===== config.mk =====
export PLATFORM = sky130hd
export DESIGN_NAME = reg_16bit_reader
export DESIGN_NICKNAME = d
export VERILOG_FILES = /design/src/rtl/reg_16bit_reader_pkg.sv /design/src/rtl/reg_16bit_reader_piso_shift.sv /design/src/rtl/reg_16bit_reader.sv
export SDC_FILE = /design/constraint.sdc
export NUM_CORES = 1
export LEC_CHECK = 0
export ABC_AREA = 1
export CORE_MARGIN = 2
export CORE_UTILIZATION = 47
export DETAILED_ROUTE_END_ITERATION = 8
export GPL_TIMING_DRIVEN = 0
export PLACE_DENSITY = 0.75
export RECOVER_POWER = 25
export SLEW_MARGIN = 0
export SYNTH_ARGS = -nofsm -noshare
export SYNTH_HDL_FRONTEND = slang
export SYNTH_HIERARCHICAL = 1
export SYNTH_SLANG_ARGS = --single-unit

===== constraint.sdc =====
create_clock -name clk -period 1.7 [get_ports clk]
set_input_delay 0.17 -clock clk [delete_from_list [all_inputs] [get_ports clk]]
set_output_delay 0.17 -clock clk [all_outputs]
set_load 0.01 [all_outputs]

===== src/rtl/reg_16bit_reader_pkg.sv =====
// rtl/reg_16bit_reader_pkg.sv - shared state encodings and clear pattern for the 16-bit register family
package reg_16bit_reader_pkg;

  localparam int REG_WIDTH = 16;

  // Power-on pattern of the PC/flag registers: bits 9,7,6,5,0 clear to 1.
  localparam logic [REG_WIDTH-1:0] CLEAR_VAL_DEFAULT = 16'h02E1;

  typedef enum logic [1:0] {
    ST_IDLE  = 2'b00,
    ST_SHIFT = 2'b01,
    ST_DONE  = 2'b10
  } rd_state_e;

endpackage


===== src/rtl/reg_16bit_reader_piso_shift.sv =====
// rtl/reg_16bit_reader_piso_shift.sv - parallel-load shift register feeding the serial output
module reg_16bit_reader_piso_shift #(
  parameter int WIDTH     = 16,
  parameter bit MSB_FIRST = 1'b1
) (
  input  logic             clk,
  input  logic             clr,
  input  logic             load,
  input  logic             shift,
  input  logic [WIDTH-1:0] din,
  output logic             sout
);

  logic [WIDTH-1:0] shreg_q;
  logic [WIDTH-1:0] shreg_d;

  // Load has priority over shift; vacated positions fill with zero.
  always_comb begin
    shreg_d = shreg_q;
    if (load) begin
      shreg_d = din;
    end else if (shift) begin
      if (MSB_FIRST) begin
        shreg_d = {shreg_q[WIDTH-2:0], 1'b0};
      end else begin
        shreg_d = {1'b0, shreg_q[WIDTH-1:1]};
      end
    end
  end

  always_ff @(posedge clk) begin
    if (clr) begin
      shreg_q <= '0;
    end else begin
      shreg_q <= shreg_d;
    end
  end

  assign sout = MSB_FIRST ? shreg_q[WIDTH-1] : shreg_q[0];

endmodule


===== src/rtl/reg_16bit_reader.sv =====
// rtl/reg_16bit_reader.sv - snapshots a register on start and dumps it serially over valid/ready
module reg_16bit_reader
  import reg_16bit_reader_pkg::*;
#(
  parameter int               WIDTH     = REG_WIDTH,
  parameter logic [WIDTH-1:0] CLEAR_VAL = WIDTH'(CLEAR_VAL_DEFAULT),
  parameter bit               MSB_FIRST = 1'b1
) (
  input  logic             clk,
  input  logic             Clear,
  input  logic             start,
  input  logic [WIDTH-1:0] REG_IN,
  output logic             SOUT,
  output logic             SVALID,
  input  logic             SREADY,
  output logic             busy,
  output logic             done,
  output logic [WIDTH-1:0] SNAP,
  output logic             AT_CLEAR
);

  localparam int               CNT_W   = (WIDTH > 1) ? $clog2(WIDTH) : 1;
  localparam logic [CNT_W-1:0] CNT_MAX = CNT_W'(WIDTH - 1);

  rd_state_e        state_q, state_d;
  logic [CNT_W-1:0] cnt_q, cnt_d;
  logic [WIDTH-1:0] snap_q, snap_d;
  logic             at_clear_q, at_clear_d;
  logic             load, shift;
  logic             shreg_bit;

  always_comb begin
    state_d    = state_q;
    cnt_d      = cnt_q;
    snap_d     = snap_q;
    at_clear_d = at_clear_q;
    load       = 1'b0;
    shift      = 1'b0;
    unique case (state_q)
      ST_IDLE: begin
        if (start) begin
          state_d    = ST_SHIFT;
          load       = 1'b1;
          snap_d     = REG_IN;
          at_clear_d = (REG_IN == CLEAR_VAL);
          cnt_d      = '0;
        end
      end
      ST_SHIFT: begin
        if (SREADY) begin
          shift = 1'b1;
          // Leave on the last bit instead of incrementing so cnt never wraps.
          if (cnt_q == CNT_MAX) begin
            state_d = ST_DONE;
          end else begin
            cnt_d = cnt_q + 1'b1;
          end
        end
      end
      ST_DONE: begin
        state_d = ST_IDLE;
      end
      default: begin
        state_d = ST_IDLE;
      end
    endcase
  end

  always_ff @(posedge clk) begin
    if (Clear) begin
      state_q    <= ST_IDLE;
      cnt_q      <= '0;
      snap_q     <= '0;
      at_clear_q <= 1'b0;
    end else begin
      state_q    <= state_d;
      cnt_q      <= cnt_d;
      snap_q     <= snap_d;
      at_clear_q <= at_clear_d;
    end
  end

  reg_16bit_reader_piso_shift #(
    .WIDTH     (WIDTH),
    .MSB_FIRST (MSB_FIRST)
  ) u_piso (
    .clk   (clk),
    .clr   (Clear),
    .load  (load),
    .shift (shift),
    .din   (REG_IN),
    .sout  (shreg_bit)
  );

  assign SVALID   = (state_q == ST_SHIFT);
  assign SOUT     = SVALID & shreg_bit;
  assign busy     = (state_q != ST_IDLE);
  assign done     = (state_q == ST_DONE);
  assign SNAP     = snap_q;
  assign AT_CLEAR = at_clear_q;

endmodule


==> metrics.txt <==
Root Driver clkbuf_8; crit share post-route 94.1%; synth warn 6; Starting DRT DRC Count 160; placer congestion estimate 0.803; vias in the first global route 1546; final hold violation count 0; setup slack after placement -129 ps; aggregate global-route resource usage 20.9%; clock tree buffer depth 2; Leak 1.13 nW; synthesized area 1830 µm²; drt drc 0; Net count, final 334; global-route wire length before repair 6960 µm; worst hold path type reg -> reg; total number of vias 1742; status finished clean; Initial Utilization 49.3%; Worst Slack Setup Final 101 ps; Layout area overhead 30.7%; Post-Syn Instances 267; Area contributors post-synth dfxtp_1 (43%), nand2_1 (14%), nand3_1 (9.3%), nor2_1 (8.6%), inv_1 (6.2%); Slew @ Worst Pin 343 ps; relative slew slack 77.1%; Antenna Violating Nets Remaining 0; sequential cell area fraction in the yosys report 42.7%; Pre-antenna DRT Iters 4; final global-route overflow total 0; row count 22; Core ar. 3720 µm²; most frequent cells in the layout nand2_1 (68), nor2_1 (42), clkdlybuf4s50_1 (38); critical path class reg -> out; pin count of the biggest net entering global routing 12; vias per cell 4.81; PortBufs 40; critical path arrival 1430 ps; Cell variety after synth 23; CTS tree yes; number of buffers created by CTS 5; top cell type's share of synthesized area 42.7%; fill cell count 385; PD cells 936 nW/µm²; Ant. Diodes 0; max cap viols 0; worst-path maximum fanout 5; startpoint types flop; syn_area_per_cell 6.86 µm²; Clock Skew 6.74 ps; Routed WL per cell 11.7 µm; number of setup violations in the final report 0; clock transition at the registers of the reported paths 80 ps; Syn Nets 288; num ports 41; largest area contributor in the netlist dfxtp_1; Worst-Skew Late Latency 280 ps; Max VDD drop 0.705 mV; die area 4410 µm²; die height 66.4 µm; Sum Neg Setup Slack 0 ps; Layout Utilization 64.4%; RSZ-0062 raised after global routing no; Max Clock Freq 625 MHz; Synth Register Bits 39; critical path capture point type output port; Die W 66.4 µm; wirelength, routed 4220 µm; initial antenna violation count 0; CTS Sinks 39; layout cells sized above 1 9.55%; most common cell after layout, fill and taps aside nand2_1; DPL Wire Length 3200 µm; H-tree depth 2; max-slew violations 0; fin crit period 1600 ps; WP data required 1530 ps
[logic make-up after synthesis]
| logic type | after synthesis | share of synthesized area, % |
|---|---|---|
| AO/OA/AOI/OAI | 24 | 6.56 |
| flip-flops | 39 | 42.7 |
| AND/OR/NAND/NOR | 157 | 37.9 |
| buffers and inverters | 46 | 12.2 |
| adder cells (fa/ha/maj) | 1 | 0.683 |
[worst max-delay path: stages (launching register included)]
cell,delay [ps]
dfxtp_2,400
inv_2,60
nor2_4,130
clkdlybuf4s50_1,560
[worst paths after layout]
kind	from	endpoint	slack [ps]	cells past startpoint
worst max register to register	state_q[1]	u_piso/shreg_q[6]	190	10
worst min register to register	SNAP[5]	SNAP[5]	470	2
worst min-delay path	SNAP[5]	SNAP[5]	470	2
worst max-delay path	state_q[0]	SVALID	100	3
[synth_stat cells, drive strengths merged]
cell    instances
ha              1
nand3b          1
nor4            1
buf            10
o21ai          15
clkbuf          1
inv            35
a21oi           9
nor2           45
nand4           2
dfxtp          39
nand2          73
nand3          34
or2             1
[power by group]
group	switching, mW	total, mW	internal [mW]	leakage [nW]
combinational	0.280	0.517	0.237	0.761
sequential	0.0479	1.04	0.994	0.322
clock	0.310	0.680	0.370	0.0515
[repair_timing]
| item | CTS | global route |
|---|---|---|
| gates cloned | 0 | 0 |
| setup buffers | 0 | 0 |
| endpoints found under the setup margin | 3 | 11 |
| hold buffers | 0 | 0 |
| resized for setup | 3 | 4 |
[layer usage]
metal  GRT usage, %  up-vias  routed length, µm
met4           6.89        0                 34
met5              0        -                  0
met3           4.09        2                247
met2           34.9       51               1920
met1           26.9      767               2030
li1               -      922                  -
[flip-flops by register name (all words and copies together) (netlist names)]
signal and count:
SNAP 16, u_piso/shreg_q 16, AT_CLEAR 1, cnt_q 4, state_q 2
[cell type report]
type / instances / area (µm²) / area share [%]
timing repair buffer: 40 / 399 / 16.7
sequential: 39 / 783 / 32.7
buffer: 10 / 76.3 / 3.19
clock buffer: 8 / 100 / 4.18
inverter: 35 / 136 / 5.70
tap: 48 / 60.1 / 2.51
multi-input combinational: 182 / 837 / 35.0
[metrics by stage]
| stage | hold WS (ps) | cell area [µm²] | instances | power (mW) |
|---|---|---|---|---|
| CTS | 471 | 2400 | 363 | 2.25 |
| detailed placement | 458 | 2290 | 355 | 1.58 |
| global placement | 450 | 2290 | 355 | 1.57 |
| global route | 493 | 2390 | 362 | 2.36 |
| floorplan | 239 | 1830 | 267 | 1.37 |
| finish | 473 | 2390 | 362 | 2.24 |
Power figures use the tool's default switching activity.
